## src/rtl/theremin_pkg.sv

```systemverilog
// Shared theremin types and constants used by the sensor, smoother and decoder.
package theremin_pkg;

    localparam int DIST_W = 16;
    localparam int MAX_MM = 4000;

    typedef enum logic {
        EMPTY = 1'b0,
        TRACK = 1'b1
    } trk_state_e;

endpackage

```

## src/rtl/dist_window.sv

```systemverilog
// Moving-average window: tap ring buffer plus a running sum of all taps.
module dist_window #(
    parameter int DIST_W   = 16,
    parameter int AVG_LOG2 = 3
) (
    input  logic                         clk,
    input  logic                         reset,
    input  logic                         prime_i,
    input  logic                         push_i,
    input  logic [DIST_W-1:0]            dist_i,
    output logic [DIST_W+AVG_LOG2-1:0]   sum_o
);

    localparam int TAPS  = 1 << AVG_LOG2;
    localparam int SUM_W = DIST_W + AVG_LOG2;

    logic [DIST_W-1:0]   tap_q [TAPS];
    logic [AVG_LOG2-1:0] wr_ptr_q;
    logic [SUM_W-1:0]    sum_q;

    // Priming fills every tap so the average is exact from the first output.
    always_ff @(posedge clk or negedge reset) begin
        if (!reset) begin
            for (int i = 0; i < TAPS; i++) tap_q[i] <= '0;
            wr_ptr_q <= '0;
            sum_q    <= '0;
        end else if (prime_i) begin
            for (int i = 0; i < TAPS; i++) tap_q[i] <= dist_i;
            sum_q <= SUM_W'(dist_i) << AVG_LOG2;
        end else if (push_i) begin
            tap_q[wr_ptr_q] <= dist_i;
            sum_q           <= sum_q + SUM_W'(dist_i) - SUM_W'(tap_q[wr_ptr_q]);
            wr_ptr_q        <= wr_ptr_q + 1'b1;
        end
    end

    assign sum_o = sum_q;

endmodule

```

## src/rtl/dist_smoother.sv

```systemverilog
// Ultrasonic distance conditioner: range/outlier rejection, 8-tap average, range flag.
module dist_smoother
    import theremin_pkg::*;
#(
    parameter int DIST_W       = theremin_pkg::DIST_W,
    parameter int AVG_LOG2     = 3,
    parameter int MAX_MM       = theremin_pkg::MAX_MM,
    parameter int JUMP_MM      = 300,
    parameter int REJECT_LIMIT = 3,
    parameter int MISS_LIMIT   = 4
) (
    input  logic              clk,
    input  logic              reset,
    input  logic              in_valid,
    input  logic [DIST_W-1:0] in_dist,
    output logic              out_valid,
    output logic [DIST_W-1:0] out_dist,
    output logic              in_range
);

    localparam int SUM_W = DIST_W + AVG_LOG2;
    localparam int RC_W  = $clog2(REJECT_LIMIT + 1);
    localparam int MC_W  = $clog2(MISS_LIMIT + 1);

    function automatic logic [DIST_W:0] abs_diff(input logic [DIST_W-1:0] a,
                                                 input logic [DIST_W-1:0] b);
        logic signed [DIST_W:0] d;
        d = $signed({1'b0, a}) - $signed({1'b0, b});
        return (d < 0) ? $unsigned(-d) : $unsigned(d);
    endfunction

    logic              vld_p0_q;
    logic [DIST_W-1:0] dist_p0_q;
    trk_state_e        state_q, state_d;
    logic [RC_W-1:0]   reject_cnt_q, reject_cnt_d;
    logic [MC_W-1:0]   miss_cnt_q, miss_cnt_d;
    logic              prime_d, push_d, drop_d;
    logic              vld_p1_q;
    logic              out_valid_q, in_range_q;
    logic [DIST_W-1:0] out_dist_q;
    logic [SUM_W-1:0]  win_sum;
    logic              oor, outlier;

    // Stage p0: capture the raw sample
    always_ff @(posedge clk or negedge reset) begin
        if (!reset) begin
            vld_p0_q  <= 1'b0;
            dist_p0_q <= '0;
        end else begin
            vld_p0_q  <= in_valid;
            dist_p0_q <= in_dist;
        end
    end

    // Outlier test deliberately uses the published average, even with an update in flight.
    assign oor     = (dist_p0_q == '0) || (dist_p0_q > DIST_W'(MAX_MM));
    assign outlier = abs_diff(dist_p0_q, out_dist_q) > (DIST_W + 1)'(JUMP_MM);

    always_comb begin
        state_d      = state_q;
        reject_cnt_d = reject_cnt_q;
        miss_cnt_d   = miss_cnt_q;
        prime_d      = 1'b0;
        push_d       = 1'b0;
        drop_d       = 1'b0;
        if (vld_p0_q) begin
            case (state_q)
                EMPTY: begin
                    if (!oor) begin
                        prime_d = 1'b1;
                        state_d = TRACK;
                    end
                end
                TRACK: begin
                    if (oor) begin
                        if (miss_cnt_q == MC_W'(MISS_LIMIT - 1)) begin
                            state_d      = EMPTY;
                            reject_cnt_d = '0;
                            miss_cnt_d   = '0;
                            drop_d       = 1'b1;
                        end else begin
                            miss_cnt_d = miss_cnt_q + 1'b1;
                        end
                    end else if (outlier) begin
                        if (reject_cnt_q == RC_W'(REJECT_LIMIT - 1)) begin
                            prime_d      = 1'b1;
                            reject_cnt_d = '0;
                        end else begin
                            reject_cnt_d = reject_cnt_q + 1'b1;
                        end
                    end else begin
                        push_d       = 1'b1;
                        reject_cnt_d = '0;
                        miss_cnt_d   = '0;
                    end
                end
                default: state_d = EMPTY;
            endcase
        end
    end

    // Stage p1: tracking state, window update and range flag
    always_ff @(posedge clk or negedge reset) begin
        if (!reset) begin
            state_q      <= EMPTY;
            reject_cnt_q <= '0;
            miss_cnt_q   <= '0;
            vld_p1_q     <= 1'b0;
            in_range_q   <= 1'b0;
            out_valid_q  <= 1'b0;
            out_dist_q   <= '0;
        end else begin
            state_q      <= state_d;
            reject_cnt_q <= reject_cnt_d;
            miss_cnt_q   <= miss_cnt_d;
            vld_p1_q     <= prime_d | push_d;
            out_valid_q  <= vld_p1_q;
            if (vld_p1_q) out_dist_q <= DIST_W'(win_sum >> AVG_LOG2);
            if (drop_d) in_range_q <= 1'b0;
            else if (vld_p1_q) in_range_q <= 1'b1;
        end
    end

    dist_window #(
        .DIST_W   (DIST_W),
        .AVG_LOG2 (AVG_LOG2)
    ) u_window (
        .clk     (clk),
        .reset   (reset),
        .prime_i (prime_d),
        .push_i  (push_d),
        .dist_i  (dist_p0_q),
        .sum_o   (win_sum)
    );

    assign out_valid = out_valid_q;
    assign out_dist  = out_dist_q;
    assign in_range  = in_range_q;

endmodule

```

## config.mk

```make
export PLATFORM = sky130hd
export DESIGN_NAME = dist_smoother
export DESIGN_NICKNAME = d
export VERILOG_FILES = /design/src/rtl/theremin_pkg.sv /design/src/rtl/dist_window.sv /design/src/rtl/dist_smoother.sv
export SDC_FILE = /design/constraint.sdc
export NUM_CORES = 1
export LEC_CHECK = 0
export ABC_CLOCK_PERIOD_IN_PS = 12400
export CORE_ASPECT_RATIO = 0.9
export CORE_MARGIN = 2
export CORE_UTILIZATION = 45
export DETAILED_ROUTE_END_ITERATION = 6
export DONT_BUFFER_PORTS = 1
export GPL_TIMING_DRIVEN = 0
export PLACE_DENSITY_LB_ADDON = 0.2
export SYNTH_ARGS = -nofsm -noshare
export SYNTH_HDL_FRONTEND = slang
export SYNTH_HIERARCHICAL = 1
export SYNTH_SLANG_ARGS = --single-unit
```

## constraint.sdc

```tcl
create_clock -name clk -period 12.4 [get_ports clk]
set_input_delay 2.48 -clock clk [delete_from_list [all_inputs] [get_ports clk]]
set_output_delay 2.48 -clock clk [all_outputs]
set_load 0.1 [all_outputs]
```

Yosys cells after proc, flatten, opt, wreduce, memory -nomap -nowiden:

Cells that the tools add are included.

* add/sub/neg operators: 7
* order comparisons: 5
* equal/unequal tests: 4
* muxes and demuxes: 37
* bitwise operators: 4
* reduce and logical (&&, ||, !) cells: 8

Operator list (count)
* $mux 128: 2
* $bwmux 128: 1
* $bmux 16 s3: 1
* $demux 16 s3: 1
* $mux 16: 3
* $mux 19: 2
* $add 19x16->19: 1
* $sub 19x16->19: 1
* $gt 17x9->1 const B: 1
* $lt 17x1->1 const B: 1
* $mux 1: 17
* $mux 17: 1
* $neg 17->17: 1
* $sub 16x16->17: 1
* $gt 16x12->1 const B: 1
* $logic_not 16->1: 1
* $mux 3: 3
* $mux 2: 4
* $add 3x1->3 const B: 2
* $reduce_and 3->1: 2
* $ge 4x4->1 const B: 1
* $lt 4x1->1 const B: 1
* $not 3->4: 1
* $pmux 1 s2: 2
* other kinds (11): 13

* flip-flop bits (word level): 192
* output and inout port bits: 18
* word-level logic and storage cells: 84

Depth between registers and ports, before layout:

Gate-level depths: netlist of the first run.

* depth after elaboration: 10
* gate-level depth with buffers: 20
* depth with buffers taken out: 19

Hierarchy:

Netlist of the first run, hierarchy kept.

Modules (own cells, without submodules)
* dist_window: times used 1, cells an instance 814, area an instance 7578.5 um^2
* dist_smoother: times used 1, cells an instance 342, area an instance 3130.5 um^2

Worst setup path after synthesis of the first run:

OpenSTA, ideal clock, no wires.

* path type: register to register
* from: reg out_dist_q[0] (netlist: out_dist[0])
* to: reg u_window.sum_q[17] (netlist: u_window/sum_o[17])
* setup time: 132 ps
* arrival time: 4648 ps
* required time: 12268 ps
* slack: 7620 ps
* cell stages (with the launch flop): 18
* path buffers: 2
* cell sequence: dfrtp_1 > ha_1 > fa_1 > nand2b_1 > a21oi_2 > xor2_2 > or4_4 > nor2_1 > o221ai_1 > o32a_1 > nor4_4 > nand2_2 > nor2_1 > clkbuf_1 > buf_2 > nor2_1 > a22oi_1 > o31ai_2

* cells in the longest elaborated chain, start to end: 9
* elaborated cells on any way between the ends: 15
* classes of those cells: add/sub: 2; order compare: 2; mux: 10; reduce/logical: 1

RTL lines
* start: declaration: RTL line dist_smoother.sv:40 `logic [DIST_W-1:0] out_dist_q;`
* start signal: assignment: RTL line dist_smoother.sv:118 `if (vld_p1_q) out_dist_q <= DIST_W'(win_sum >> AVG_LOG2);`
* $sub 16x16->17 (*): RTL line dist_smoother.sv:28 `d = $signed({1'b0, a}) - $signed({1'b0, b});`
* $neg 17->17 or $lt 17x1->1 (tied branches): RTL line dist_smoother.sv:29 `return (d < 0) ? $unsigned(-d) : $unsigned(d);`
* $mux 17 (*): RTL line dist_smoother.sv:29
* $gt 17x9->1 (*): RTL line dist_smoother.sv:57 `assign outlier = abs_diff(dist_p0_q, out_dist_q) > (DIST_W + 1)'(JUMP_MM);`
* $mux 1 (*): RTL line dist_smoother.sv:84 `end else if (outlier) begin`
* $mux 1 (*): RTL line dist_smoother.sv:75 `if (oor) begin`
* $mux 1 (*): RTL line dist_smoother.sv:67 `case (state_q)`
* $mux 1 (*): RTL line dist_smoother.sv:66 `if (vld_p0_q) begin`
* named net push_d: RTL line dist_smoother.sv:37 `logic prime_d, push_d, drop_d;`
* $reduce_bool 2->1 (no line) (*)
* end signal: assignment: RTL line dist_window.sv:29 `sum_q <= SUM_W'(dist_i) << AVG_LOG2;`
* end signal: assignment: RTL line dist_window.sv:32 `sum_q <= sum_q + SUM_W'(dist_i) - SUM_W'(tap_q[wr_ptr_q]);`
* end: declaration: RTL line dist_window.sv:19 `logic [SUM_W-1:0] sum_q;`

Mark *: on every way through the listed nets, which the timed path passes. The rest lies on a longest branch.
A chain may end at the register's enable or synchronous reset.

Worst setup path after layout of the first run:

* from: reg out_dist_q[0] (netlist: out_dist[0])
* to: reg u_window/tap_q[109] (netlist bit)

* cells in the longest elaborated chain, start to end: 9
* elaborated cells on any way between the ends: 15
* classes of those cells: add/sub: 2; order compare: 2; mux: 10; reduce/logical: 1

RTL lines
* $sub 16x16->17 (*): RTL line dist_smoother.sv:28
* $neg 17->17 or $lt 17x1->1 (tied branches): RTL line dist_smoother.sv:29
* $mux 17 (*): RTL line dist_smoother.sv:29
* $gt 17x9->1 (*): RTL line dist_smoother.sv:57
* $mux 1 (*): RTL line dist_smoother.sv:84
* $mux 1 (*): RTL line dist_smoother.sv:75
* $pmux 1 s2 (*): RTL line dist_smoother.sv:67
* $mux 1 (*): RTL line dist_smoother.sv:66
* named net prime_d: RTL line dist_smoother.sv:37
* $mux 128 or $reduce_bool 2->1 (tied branches)
* end signal: indexed assignment: RTL line dist_window.sv:31 `tap_q[wr_ptr_q] <= dist_i;`
* end: declaration: RTL line dist_window.sv:17 `logic [DIST_W-1:0] tap_q [TAPS];`

Marked as above.

==> results of run 1 <==
## logic make-up (layout without fill, tap and decap cells)
logic type / Yosys count / in the layout
buffers and inverters: 147 / 179
XOR/XNOR: 22 / 22
AND/OR/NAND/NOR: 334 / 334
AO/OA/AOI/OAI: 392 / 392
multiplexers: 14 / 14
adder cells (fa/ha/maj): 55 / 55
flip-flops: 192 / 192
## sequential cells by signal, indices dropped and copies added, names as in the netlist
register	count
vld_p1_q	1
in_range	1
u_window/tap_q	128
out_valid	1
u_window/sum_o	19
vld_p0_q	1
reject_cnt_q	2
miss_cnt_q	3
out_dist	16
u_window/wr_ptr_q	3
dist_p0_q	16
state_q	1
## cell usage after synthesis, types with 10 or more instances
| cell type | count |
|---|---|
| sky130_fd_sc_hd__xnor2_1 | 12 |
| sky130_fd_sc_hd__nand3_1 | 17 |
| sky130_fd_sc_hd__a22oi_1 | 69 |
| sky130_fd_sc_hd__nand2_1 | 190 |
| sky130_fd_sc_hd__ha_1 | 38 |
| sky130_fd_sc_hd__dfrtp_1 | 192 |
| sky130_fd_sc_hd__nand2b_1 | 10 |
| sky130_fd_sc_hd__a21oi_1 | 46 |
| sky130_fd_sc_hd__nor2_1 | 31 |
| sky130_fd_sc_hd__mux2i_1 | 10 |
| sky130_fd_sc_hd__o21ai_0 | 167 |
| sky130_fd_sc_hd__nand4_1 | 25 |
| sky130_fd_sc_hd__inv_1 | 90 |
| sky130_fd_sc_hd__a21o_1 | 11 |
| sky130_fd_sc_hd__clkbuf_1 | 42 |
| sky130_fd_sc_hd__fa_1 | 17 |
| sky130_fd_sc_hd__a31oi_1 | 11 |
## worst max-delay path: cells and delay by family, from the launching register on
family	cells	cell delay, ns
buffers and inverters	2	1.00
XOR/XNOR	1	0.16
AND/OR/NAND/NOR	4	1.28
AO/OA/AOI/OAI	6	2.05
flip-flops	1	0.75
adder cells (fa/ha/maj)	2	0.86
## power breakdown
part           total (mW)  switching (mW)  internal, mW
clock               0.603           0.271         0.332
sequential           1.12           0.282         0.840
combinational        1.30           0.782         0.521
## layout make-up
type	count	area [um^2]
clock buffers	18	439
inverters	92	345
plain buffers	55	221
clock inverters	14	204
multi-input cells	817	5340
fillers	2213	11600
flip-flops and latches	192	4800
well taps	302	378
## per-stage QoR
stage / hold slack (ns) / power (mW) / cells / util
finish: 0.483 / 3.03 / 1490 / 0.503
detailed placement: 0.471 / 2.41 / 1458 / 0.475
global placement: 0.461 / 2.38 / 1458 / 0.475
global route: 0.508 / 3.27 / 1490 / 0.503
CTS: 0.486 / 3.02 / 1490 / 0.503
floorplan: 0.434 / 2.13 / 1156 / -
## how the worst min path moves through the flow
| stage | from | endpoint | slack (ns) | cells after the start |
|---|---|---|---|---|
| floorplan | vld_p1_q$_DFF_PN0_ | out_valid$_DFF_PN0_ | 0.43 | 0 |
| global placement | u_window/tap_q[65]$_DFFE_PN0P_ | u_window/tap_q[65]$_DFFE_PN0P_ | 0.46 | 2 |
| detailed placement | u_window/tap_q[86]$_DFFE_PN0P_ | u_window/tap_q[86]$_DFFE_PN0P_ | 0.47 | 2 |
| CTS | u_window/tap_q[23]$_DFFE_PN0P_ | u_window/tap_q[23]$_DFFE_PN0P_ | 0.49 | 2 |
| global route | u_window/tap_q[10]$_DFFE_PN0P_ | u_window/tap_q[10]$_DFFE_PN0P_ | 0.51 | 2 |
| finish | u_window/tap_q[23]$_DFFE_PN0P_ | u_window/tap_q[23]$_DFFE_PN0P_ | 0.48 | 2 |
## per-layer routing
metal,global-route usage,vias up,part of all wire
li1,-,4140,-
met1,0.386,4404,0.48
met2,0.370,374,0.42
met3,0.0570,45,0.081
met4,0.0733,0,0.021
met5,0,-,0
## placed cells by master, fill, tap and decap left out, types with 17 or more instances in the layout
cell,count
sky130_fd_sc_hd__fa_1,17
sky130_fd_sc_hd__clkbuf_16,17
sky130_fd_sc_hd__nor2_1,31
sky130_fd_sc_hd__nand3_1,17
sky130_fd_sc_hd__clkbuf_1,42
sky130_fd_sc_hd__a22oi_1,69
sky130_fd_sc_hd__ha_1,38
sky130_fd_sc_hd__inv_1,90
sky130_fd_sc_hd__o21ai_0,167
sky130_fd_sc_hd__nand2_1,190
sky130_fd_sc_hd__nand4_1,25
sky130_fd_sc_hd__dfrtp_1,192
sky130_fd_sc_hd__a21oi_1,46
==> results, run 1 <==
- In this run the core area contains 53 standard-cell rows.
- STA classifies the critical path startpoint as a flop.
- The first-pass GRT wire length is 49000 um.
- In this run the register-to-register setup slack is 6.15 ns.
- Post-CTS repair changed the size of 0 cells.
- After clock tree synthesis, the clock-pin slew on the worst setup and hold paths is 0.08 ns.
- The starting density of the core is 0.459.
- The critical path ends at u_window/tap_q[109]$_DFFE_PN0P_.
- The proportion of synthesized area in mux cells is 0.0136.
- The summed negative setup slack over all endpoints is 0 ns.
- The static leakage is 5.19 nW.
- The largest net degree at the start of global routing is 193.
- The number of nets in the layout is 1249.
- Across all setup checks in the final design, the least slack found is 6.15 ns.
- The parity-gate share of the synthesized area counting xor and xnor cells is 0.0200.
- Tracing the worst setup path back leads to its startpoint at out_dist[0]$_DFFE_PN0P_.
- In this run the critical register-to-register path is captured at u_window/tap_q[109]$_DFFE_PN0P_.
- The source of the worst register-to-register timing path is out_dist[0]$_DFFE_PN0P_.
- The mean instance size in the synthesized netlist is 9.26 um^2.
- The final cell area excluding filler cells is 11700 um^2.
- After the first detailed-routing iteration, the DRC count stood at 1102.
- The run finished with clean final reports.
- The remaining antenna violation count after routing is 0.
- The critical path goes through ha_1 -> fa_1 -> nand2b_1 -> a21oi_2 -> xor2_2 -> nor4_1 -> a21oi_1 -> o31ai_1 -> nor4_4 -> a31oi_1 -> clkbuf_1 -> a21oi_1 -> clkbuf_1 -> nand2_1 -> o21ai_0.
- CTS saw 192 sinks.
- Detailed placement finished with a half-perimeter wire length of 21700 um.
- The largest fanout of any net on the critical path is 10.
- In the synthesized netlist the async set-or-reset flop fraction comes to 1.00.
- The area fraction in and, or, nand and nor cells after synthesis is 0.150.
- The tool flagged a number of max-cap violations equal to 0.
- The total congestion overflow after global routing is 0.
- For the worst setup path, the data arrival time is 6.55 ns.
- The proportion of synthesized chip area in sequential cells is 0.449.
- The count of final max-slew check failures came to 0.
- The most used flip-flop cell after synthesis is sky130_fd_sc_hd__dfrtp_1.
- The number of I/O port buffers is 0.
- The worst-margin pin slew is 1.01 ns.
- Counting every net in the synthesized netlist gives 1230.
- The floorplan core area is 23300 um^2.
- Buffers added to address setup during post-CTS repair amount to 0.
- OpenSTA, run right after detailed placement, puts the worst setup slack at 6.27 ns.
- The required time at the endpoint of the critical path is 12.69 ns.
- STA classifies the critical path endpoint as a flop.
- The count of cells along the worst register-to-register path is 15.
- The worst-case IR drop observed on VDD is 0.126 mV.
- After detailed routing, the number of vias per cell comes to 6.02.
- The slowest stage of the critical path belongs to the cell sky130_fd_sc_hd__a31oi_1.
- For this run, design rule violations remaining after detail routing come to 0.
- The portion of synthesized cell area occupied by the leading cell type is 0.449.
- The synthesized design contains 192 register bits.
- The die covers 25000 um^2.
- Summing over every cut layer, the via total after detailed routing is 8963.
- Sorting the synthesized cells by area gives the leading types as sky130_fd_sc_hd__dfrtp_1, sky130_fd_sc_hd__o21ai_0, sky130_fd_sc_hd__nand2_1.
- Setup violations remaining at the end of the flow were counted as 0.
- The count of hold buffers inserted by post-cts repair is 0.
- The post-layout minimum cycle time is 6.25 ns.
- Dividing total power by cell area gives a power density of 258 nW/um^2.
- Of the cells placed in the final design, the portion with a size suffix greater than 1 is 0.0749.
- The fraction of the cycle the final worst path needs is 0.504.
- The kind of path behind the tightest hold check is flop to flop.
- In this run the number of H-tree levels came out at 4.
- The die extent in x is 167 um.
- The cell count after synthesis came out at 1156.
- The number of iterations in the first detailed-routing pass is 5.
- The initial antenna violation count came to 0.
- The total wire length after detailed routing is 31200 um.
- The clock latency on the worst-skew pair is 0.44 ns.
- The CTS tree is yes.
- The number of global-route vias before repair is 8404.
- The synthesized design contains 0 enable-type register cells.
- Across every metal layer, demand over resource in global routing totals 0.256.
- On the final layout, the worst clock skew is 0.0170 ns.
- The final number of hold-violating endpoints was 0.
- Pin placement for this block handled 37 I/O pins.
- The worst slew slack as a fraction of its limit is 0.324.
- CTS placed an instance of sky130_fd_sc_hd__clkbuf_16 at the clock tree root.
- The number of inserted diodes is 0.
- The largest single stage delay on the critical path is 0.84 ns.
- The complex-gate fraction of the synthesized area was 0.239.
- The maximum frequency from static timing analysis is 0.160 GHz.
- The category of the critical setup timing path is flop to flop.
- The area after detailed placement is 11100 um^2.
- The weighted congestion reported at the end of routability-driven placement is 0.878.
- The average routed wire per standard cell is 20.9 um.
- The netlist uses 90 different library cells.
- Yosys printed 6 warnings.
- The area growth from synthesis to layout is 9.53%.
- The die is 150 um tall.
- The synthesized design spends more area on one cell type than any other, namely sky130_fd_sc_hd__dfrtp_1.
- The netlist area before placement is 10700 um^2.
- The number of clock buffers added by TritonCTS is 17.
- The post-synthesis adder-cell area fraction is 0.0762.
- The main combinational cell family by area after synthesis is compound AO/OA/AOI/OAI gates.
- Setup repair after global routing left no endpoint under its margin.
- The clock passes through at most 2 buffers.
Power figures use the tool's default switching activity.
==> inputs of run 2 (changes only) <==
--- a/config.mk
+++ b/config.mk
@@ -5,7 +5,7 @@
 export SDC_FILE = /design/constraint.sdc
 export NUM_CORES = 1
 export LEC_CHECK = 0
-export ABC_CLOCK_PERIOD_IN_PS = 12400
+export ABC_CLOCK_PERIOD_IN_PS = 5810
 export CORE_ASPECT_RATIO = 0.9
 export CORE_MARGIN = 2
 export CORE_UTILIZATION = 45
==> constraint.sdc (replaced) <==
create_clock -name clk -period 5.81 [get_ports clk]
set_input_delay 1.162 -clock clk [delete_from_list [all_inputs] [get_ports clk]]
set_output_delay 1.162 -clock clk [all_outputs]
set_load 0.1 [all_outputs]
==> run 2 against run 1 <==
Final cell count stayed put. Fmax is 14% higher. Combinational power is 120% higher. First-iteration DRC count is 4.4% lower. Register-to-register slack worse by 5.8 ns. Sequential share of layout area hardly changed. Global-route usage hardly changed. Hold slack worse by 0.073 ns. Via count is 0.45% lower.
==> results, run 2 (synthesized netlist as in run 1, its figures left out) <==
- The run finished with clean final reports.
- Prior to clock tree synthesis, the placed netlist has a worst setup slack of -0.315 ns.
- The worst setup path is captured at a flop.
- In this run the count of I/O pins placed on the die edge is 37.
- Data arrives at the worst endpoint at 5.79 ns.
- The startpoint identified for the worst register-to-register timing path is out_dist[6]$_DFFE_PN0P_.
- The number of global-route vias before repair is 8415.
- Entering global routing, the biggest net connects 193 pins.
- The critical path startpoint is out_dist[6]$_DFFE_PN0P_.
- The die extent in x is 167 um.
- Measured against its own limit, the worst slew margin works out to 0.383.
- The number of iterations in the first detailed-routing pass is 6.
- The detailed router placed 8923 vias in this run.
- Of the cells placed in the final design, the portion with a size suffix greater than 1 is 0.0909.
- The post-CTS setup repair buffer count is 0.
- Across all setup checks in the final design, the least slack found is 0.311 ns.
- The initial detailed-routing violation count is 1054.
- The final setup violation count is 0.
- Routability-driven placement finished with a final weighted congestion of 0.878.
- The count of hold buffers inserted by post-cts repair is 0.
- The clock latency on the worst-skew pair is 0.44 ns.
- The tree built by TritonCTS fans out to 192 sinks.
- The final number of hold-violating endpoints was 0.
- The remaining antenna violation count after routing is 0.
- The CTS clock-pin slew for the worst setup and hold paths is 0.08 ns.
- The clock passes through at most 2 buffers.
- Dividing the final minimum period by the clock period gives 0.947.
- STA puts the critical path data required time at 6.10 ns.
- The worst-margin pin slew is 0.925 ns.
- In the global route stage, overall resource usage came out at 0.256.
- In this run, CTS created clock tree buffers numbering 17.
- The repair_antennas step left the layout with diodes totalling 0.
- The routed design has 31200 um of wire.
- The number of instances resized during post-cts repair is 2.
- The register name with the most flops is u_window/tap_q.
- Summed over all cells, the static leakage comes to 5.20 nW.
- Dividing the detail-routed via count by the number of cells gives 5.99.
- The die covers 25000 um^2.
- The CTS tree is yes.
- The floorplan core area is 23300 um^2.
- The largest voltage drop on the vdd net is 0.268 mV.
- Leaving out fill and tap cells, the most frequent cell in the layout is sky130_fd_sc_hd__nand2_1.
- During placement, the flow inserted port buffers numbering 0.
- For this design the ratio of total power to cell area is 551 nW/um^2.
- The H-tree generated during clock tree synthesis spans 4 levels.
- The worst setup path is launched from a flop.
- The number of standard-cell rows in the floorplan is 53.
- The post-layout minimum cycle time is 5.50 ns.
- The max-cap violation count is 0.
- The number of nets in the layout is 1249.
- The setup path with the least slack is of type flop to flop.
- Adding up every negative setup slack in the final design gives 0 ns.
- The worst hold margin is 0.410 ns.
- The die is 150 um tall.
- The maximum frequency from static timing analysis is 0.182 GHz.
- The number of flip-flops under the largest register name is 128.
- In the layout the commonest cells are sky130_fd_sc_hd__nand2_1, sky130_fd_sc_hd__dfrtp_1, sky130_fd_sc_hd__o21ai_0, sky130_fd_sc_hd__inv_1, sky130_fd_sc_hd__a22oi_1.
- The kind of path behind the tightest hold check is primary input to asynchronous set/reset pin.
- In the routed design, unresolved DRC markers number 0.
- For this configuration, the core starts out at a cell density of 0.459.
- The average routed wire per standard cell is 20.9 um.
- On the final layout, the worst clock skew is 0.0152 ns.
- In this run the worst path has a maximum fanout of 10.
- The initial antenna violation count is 0.
- The cell sitting at the root of the clock tree is a sky130_fd_sc_hd__clkbuf_16.
- The total overflow left after global routing is 0.
- The count of final max-slew check failures is 0.
- The first-pass GRT wire length is 49100 um.
- Detailed placement ended at an HPWL of 21700 um.
- The relative area change from synthesis to final layout is 9.85%.
run 2: metrics by stage:
| step | instances | utilization | instance area [um^2] | total power [mW] |
|---|---|---|---|---|
| floorplan | 1156 | - | 10700 | 4.54 |
| finish | 1490 | 0.504 | 11800 | 6.48 |
| global route | 1490 | 0.504 | 11800 | 6.99 |
| global placement | 1458 | 0.475 | 11100 | 5.07 |
| detailed placement | 1458 | 0.475 | 11100 | 5.14 |
| CTS | 1490 | 0.503 | 11700 | 6.45 |
run 2: area by class of cell:
type                    count  area [um^2]
inverters                  92          345
flip-flops and latches    192         4820
clock buffers              18          439
fillers                  2208        11600
plain buffers              55          231
clock inverters            14          204
multi-input cells         817         5350
well taps                 302          378
run 2: power breakdown:
group	switching, mW	internal (mW)
Clock	0.576	0.709
Combinational	1.68	1.11
Sequential	0.600	1.80
Total	2.86	3.62
run 2: layer usage:
metal	wire, um	vias up	GRT usage	part of all wire
met3	2710	44	0.0570	0.087
met4	663	0	0.0733	0.021
met5	0	-	0	0
li1	-	4145	-	-
met1	14800	4357	0.386	0.47
met2	13100	377	0.370	0.42
run 2: path summary, 6_finish.rpt:
| path | endpoint | slack (ns) | cells past startpoint |
|---|---|---|---|
| max | u_window/tap_q[76]$_DFFE_PN0P_ | 0.31 | 15 |
| min | u_window/tap_q[84]$_DFFE_PN0P_ | 0.41 | 0 |
| max reg2reg | u_window/tap_q[76]$_DFFE_PN0P_ | 0.31 | 15 |
| min reg2reg | u_window/tap_q[77]$_DFFE_PN0P_ | 0.48 | 2 |
| max in group asynchronous | out_dist[4]$_DFFE_PN0P_ | 4.98 | 0 |
| min in group clk | u_window/tap_q[77]$_DFFE_PN0P_ | 0.48 | 2 |
run 2: critical path: stages (launching register included):
cell	delay (ns)
sky130_fd_sc_hd__dfrtp_1	0.93
sky130_fd_sc_hd__inv_1	0.16
sky130_fd_sc_hd__ha_1	0.41
sky130_fd_sc_hd__a21oi_1	0.28
sky130_fd_sc_hd__o21ai_0	0.22
sky130_fd_sc_hd__and2_1	0.23
sky130_fd_sc_hd__a221oi_2	0.36
sky130_fd_sc_hd__nor4_4	0.14
sky130_fd_sc_hd__a31oi_1	0.27
sky130_fd_sc_hd__o221ai_2	0.16
sky130_fd_sc_hd__nor4_4	0.41
sky130_fd_sc_hd__a31oi_2	0.32
sky130_fd_sc_hd__clkbuf_2	0.33
sky130_fd_sc_hd__a21oi_1	0.36
sky130_fd_sc_hd__clkbuf_1	0.58
sky130_fd_sc_hd__o21ai_0	0.18
==> inputs of run 3 (changes only) <==
--- a/config.mk
+++ b/config.mk
@@ -6,6 +6,8 @@
 export NUM_CORES = 1
 export LEC_CHECK = 0
 export ABC_CLOCK_PERIOD_IN_PS = 5810
+export CELL_PAD_IN_SITES_DETAIL_PLACEMENT = 0
+export CELL_PAD_IN_SITES_GLOBAL_PLACEMENT = 1
 export CORE_ASPECT_RATIO = 0.9
 export CORE_MARGIN = 2
 export CORE_UTILIZATION = 45
==> run 3 against run 2 <==
Largest power group unchanged. Utilization down 0.25 points. Flip-flop and latch count stayed put. Clock skew is essentially flat. Via count shrank 0.47%. Global-route usage increased by 0.87 points. Setup slack worse by 0.0039 ns. Sequential power about the same. Highest routed layer unchanged.
==> results, run 3 (synthesized netlist as in run 1, its figures left out) <==
- The run finished with clean final reports.
- STA puts the critical path data arrival time at 5.80 ns.
- Clock-pin slew was measured on the worst setup and hold paths at 0.08 ns.
- The routed layout has 8881 vias.
- The global router's overall resource usage is 0.265.
- The critical path goes through ha_1 -> fa_1 -> nand2b_1 -> a21bo_4 -> a21o_2 -> a21oi_1 -> o22a_1 -> xnor3_1 -> o221ai_2 -> nor4_4 -> a31oi_2 -> clkbuf_1 -> a21oi_1 -> clkbuf_1 -> o21ai_0.
- After floorplanning, the core was sized to cover 23300 um^2.
- Global routing finished with a remaining overflow of 0.
- The HPWL after detailed placement is 22800 um.
- The fraction of final layout cells sized beyond drive strength 1 is 0.0951.
- The largest voltage drop on the vdd net is 0.255 mV.
- The maximum frequency from static timing analysis is 0.182 GHz.
- The number of nets in the layout is 1249.
- The remaining antenna violation count after routing is 0.
- The total wire length after detailed routing is 32100 um.
- In the routed layout, each cell is associated on average with a via count of 5.96.
- The average routed wire per standard cell is 21.6 um.
- The tree built by TritonCTS fans out to 192 sinks.
- Final hold analysis gives a worst-case slack of 0.413 ns.
- The count of final max-slew check failures is 0.
- Clock tree synthesis inserted a total of 17 buffers.
- Counting both buffers and inverters, the worst setup path holds a total of 2.
- The relative area change from synthesis to final layout is 9.30%.
- In this run the worst path has a maximum fanout of 10.
- The library cell contributing the largest single delay on the critical path is sky130_fd_sc_hd__dfrtp_2.
- For this design the top-level I/O count stands at 37.
- The largest clock skew in the final design is 0.0153 ns.
- The initial antenna violation count came to 0.
- The library cells used most frequently in the layout, excluding fill and tap cells, are sky130_fd_sc_hd__nand2_1, sky130_fd_sc_hd__dfrtp_1, sky130_fd_sc_hd__o21ai_0, sky130_fd_sc_hd__inv_1, sky130_fd_sc_hd__a22oi_1.
- The max-cap violation count is 0.
- The number of setup buffers added after CTS is 0.
- TritonCTS built the clock tree.
- The critical path startpoint category is a flop.
- Entering global routing, the biggest net connects 193 pins.
- The completed layout was analyzed and its total power is 6.41 mW.
- The register name with the most flops is u_window/tap_q.
- The category of the critical setup timing path is flop to flop.
- The finished layout holds 1490 standard cells, fillers aside.
- Once placement completed, the tool counted placed cells totaling 1458.
- The static leakage is 5.18 nW.
- STA classifies the critical path endpoint as a flop.
- The starting density of the core is 0.459.
- In this run the tightest slew margin relative to its limit is 0.356.
- Setup repair after global routing left no endpoint under its margin.
- The fraction of the cycle the final worst path needs is 0.947.
- The post-layout minimum cycle time is 5.50 ns.
- The final number of hold-violating endpoints is 0.
- In the final timing run, aggregate negative setup slack is 0 ns.
- Timing analysis after detailed placement gives a worst setup slack of -0.0601 ns.
- The cell sitting at the root of the clock tree is a sky130_fd_sc_hd__clkbuf_16.
- The floorplan step defined a die boundary enclosing 25000 um^2.
- After the first detailed-routing iteration, the DRC count stood at 951.
- The level count of the clock H-tree is 4.
- The number of global-route vias before repair is 8454.
- The kind of path behind the tightest hold check is primary input to asynchronous set/reset pin.
- The category of cells accounting for the largest share of critical-path delay is compound AO/OA/AOI/OAI gates.
- The number of buffers on the longest clock path is 2.
- The floorplan has 53 rows.
- 0 antenna diodes ended up in the layout.
- The number of iterations in the first detailed-routing pass is 5.
- Setup slack on the critical path of the routed design comes to 0.307 ns.
- The final-layout fill cell count is 2217.
- After detailed routing, the number of remaining DRC violations is 0.
- The first-pass GRT wire length is 50500 um.
- The floorplan step set the die width to 167 um.
- Setup violations remaining at the end of the flow were counted as 0.
- For the pin with the worst max-slew slack, the measured transition is 0.963 ns.
- The number of I/O port buffers is 0.
- The weighted congestion reported at the end of routability-driven placement is 0.882.
- From bottom edge to top edge, the die measures 150 um.
- The required time at the endpoint of the critical path is 6.11 ns.
- The delay of the slowest critical-path stage is 0.62 ns.
- The library cell used most frequently in the layout, excluding fill and tap cells, is sky130_fd_sc_hd__nand2_1.
- The clock latency on the worst-skew pair is 0.44 ns.
- The count of hold buffers inserted by post-cts repair is 0.
- The register with the most flip-flops in the layout has 128 of them.
- The power density over the cells is 547 nW/um^2.
- Gates resized during post-CTS repair numbered 8.
-- run 3: cell types whose count changed in the layout (fill, tap and decap cells not counted) --
cell and delta:
sky130_fd_sc_hd__buf_2 +1, sky130_fd_sc_hd__bufinv_16 -3, sky130_fd_sc_hd__clkbuf_8 +1, sky130_fd_sc_hd__clkbuf_2 +2
sky130_fd_sc_hd__dfrtp_1 -3, sky130_fd_sc_hd__clkbuf_1 -2, sky130_fd_sc_hd__dfrtp_2 +3, sky130_fd_sc_hd__inv_6 +2
sky130_fd_sc_hd__inv_8 -1
-- run 3: layout make-up --
type / instances / area [um^2] / share of cell area
Tap cell: 302 / 378 / 0.0323
Multi-Input combinational cell: 817 / 5350 / 0.457
Inverter: 92 / 345 / 0.0295
Clock inverter: 12 / 120 / 0.0103
Sequential cell: 192 / 4820 / 0.412
Clock buffer: 20 / 457 / 0.0390
Buffer: 55 / 235 / 0.0201
-- run 3: path summary, 6_finish.rpt --
kind | start | endpoint | slack, ns | cells past startpoint
max | out_dist[0]$_DFFE_PN0P_ | u_window/tap_q[81]$_DFFE_PN0P_ | 0.31 | 15
min | reset | u_window/tap_q[2]$_DFFE_PN0P_ | 0.41 | 0
max reg2reg | out_dist[0]$_DFFE_PN0P_ | u_window/tap_q[81]$_DFFE_PN0P_ | 0.31 | 15
min reg2reg | u_window/tap_q[37]$_DFFE_PN0P_ | u_window/tap_q[37]$_DFFE_PN0P_ | 0.48 | 2
max in group asynchronous | reset | out_dist[13]$_DFFE_PN0P_ | 5.15 | 0
min in group clk | u_window/tap_q[37]$_DFFE_PN0P_ | u_window/tap_q[37]$_DFFE_PN0P_ | 0.48 | 2
-- run 3: worst register-to-register path, stage by stage (launching register included) --
cell and delay [ns]:
sky130_fd_sc_hd__dfrtp_2 0.62, sky130_fd_sc_hd__ha_1 0.33, sky130_fd_sc_hd__fa_1 0.43, sky130_fd_sc_hd__nand2b_1 0.24, sky130_fd_sc_hd__a21bo_4 0.27, sky130_fd_sc_hd__a21o_2 0.21, sky130_fd_sc_hd__a21oi_1 0.20, sky130_fd_sc_hd__o22a_1 0.39
sky130_fd_sc_hd__xnor3_1 0.32, sky130_fd_sc_hd__o221ai_2 0.12, sky130_fd_sc_hd__nor4_4 0.50, sky130_fd_sc_hd__a31oi_2 0.30, sky130_fd_sc_hd__clkbuf_1 0.32, sky130_fd_sc_hd__a21oi_1 0.39, sky130_fd_sc_hd__clkbuf_1 0.54, sky130_fd_sc_hd__o21ai_0 0.17
-- run 3: per-layer routing --
layer,wire length [um],vias up,part of all wire,track usage
met5,0,-,0,0
met1,15700,4421,0.49,0.411
met3,2170,30,0.068,0.0497
li1,-,4130,-,-
met4,484,0,0.015,0.0638
met2,13700,300,0.43,0.381
-- run 3: stage by stage --
| stage | utilization | instance area, um^2 |
|---|---|---|
| global placement | 0.475 | 11100 |
| global route | 0.501 | 11700 |
| finish | 0.501 | 11700 |
| floorplan | - | 10700 |
| CTS | 0.500 | 11700 |
| detailed placement | 0.475 | 11100 |
-- run 3: where the power goes --
| part | total (mW) | internal, mW | switching, mW |
|---|---|---|---|
| sequential | 2.41 | 1.80 | 0.612 |
| combinational | 2.82 | 1.12 | 1.71 |
| clock | 1.17 | 0.591 | 0.582 |
| total | 6.41 | 3.50 | 2.90 |
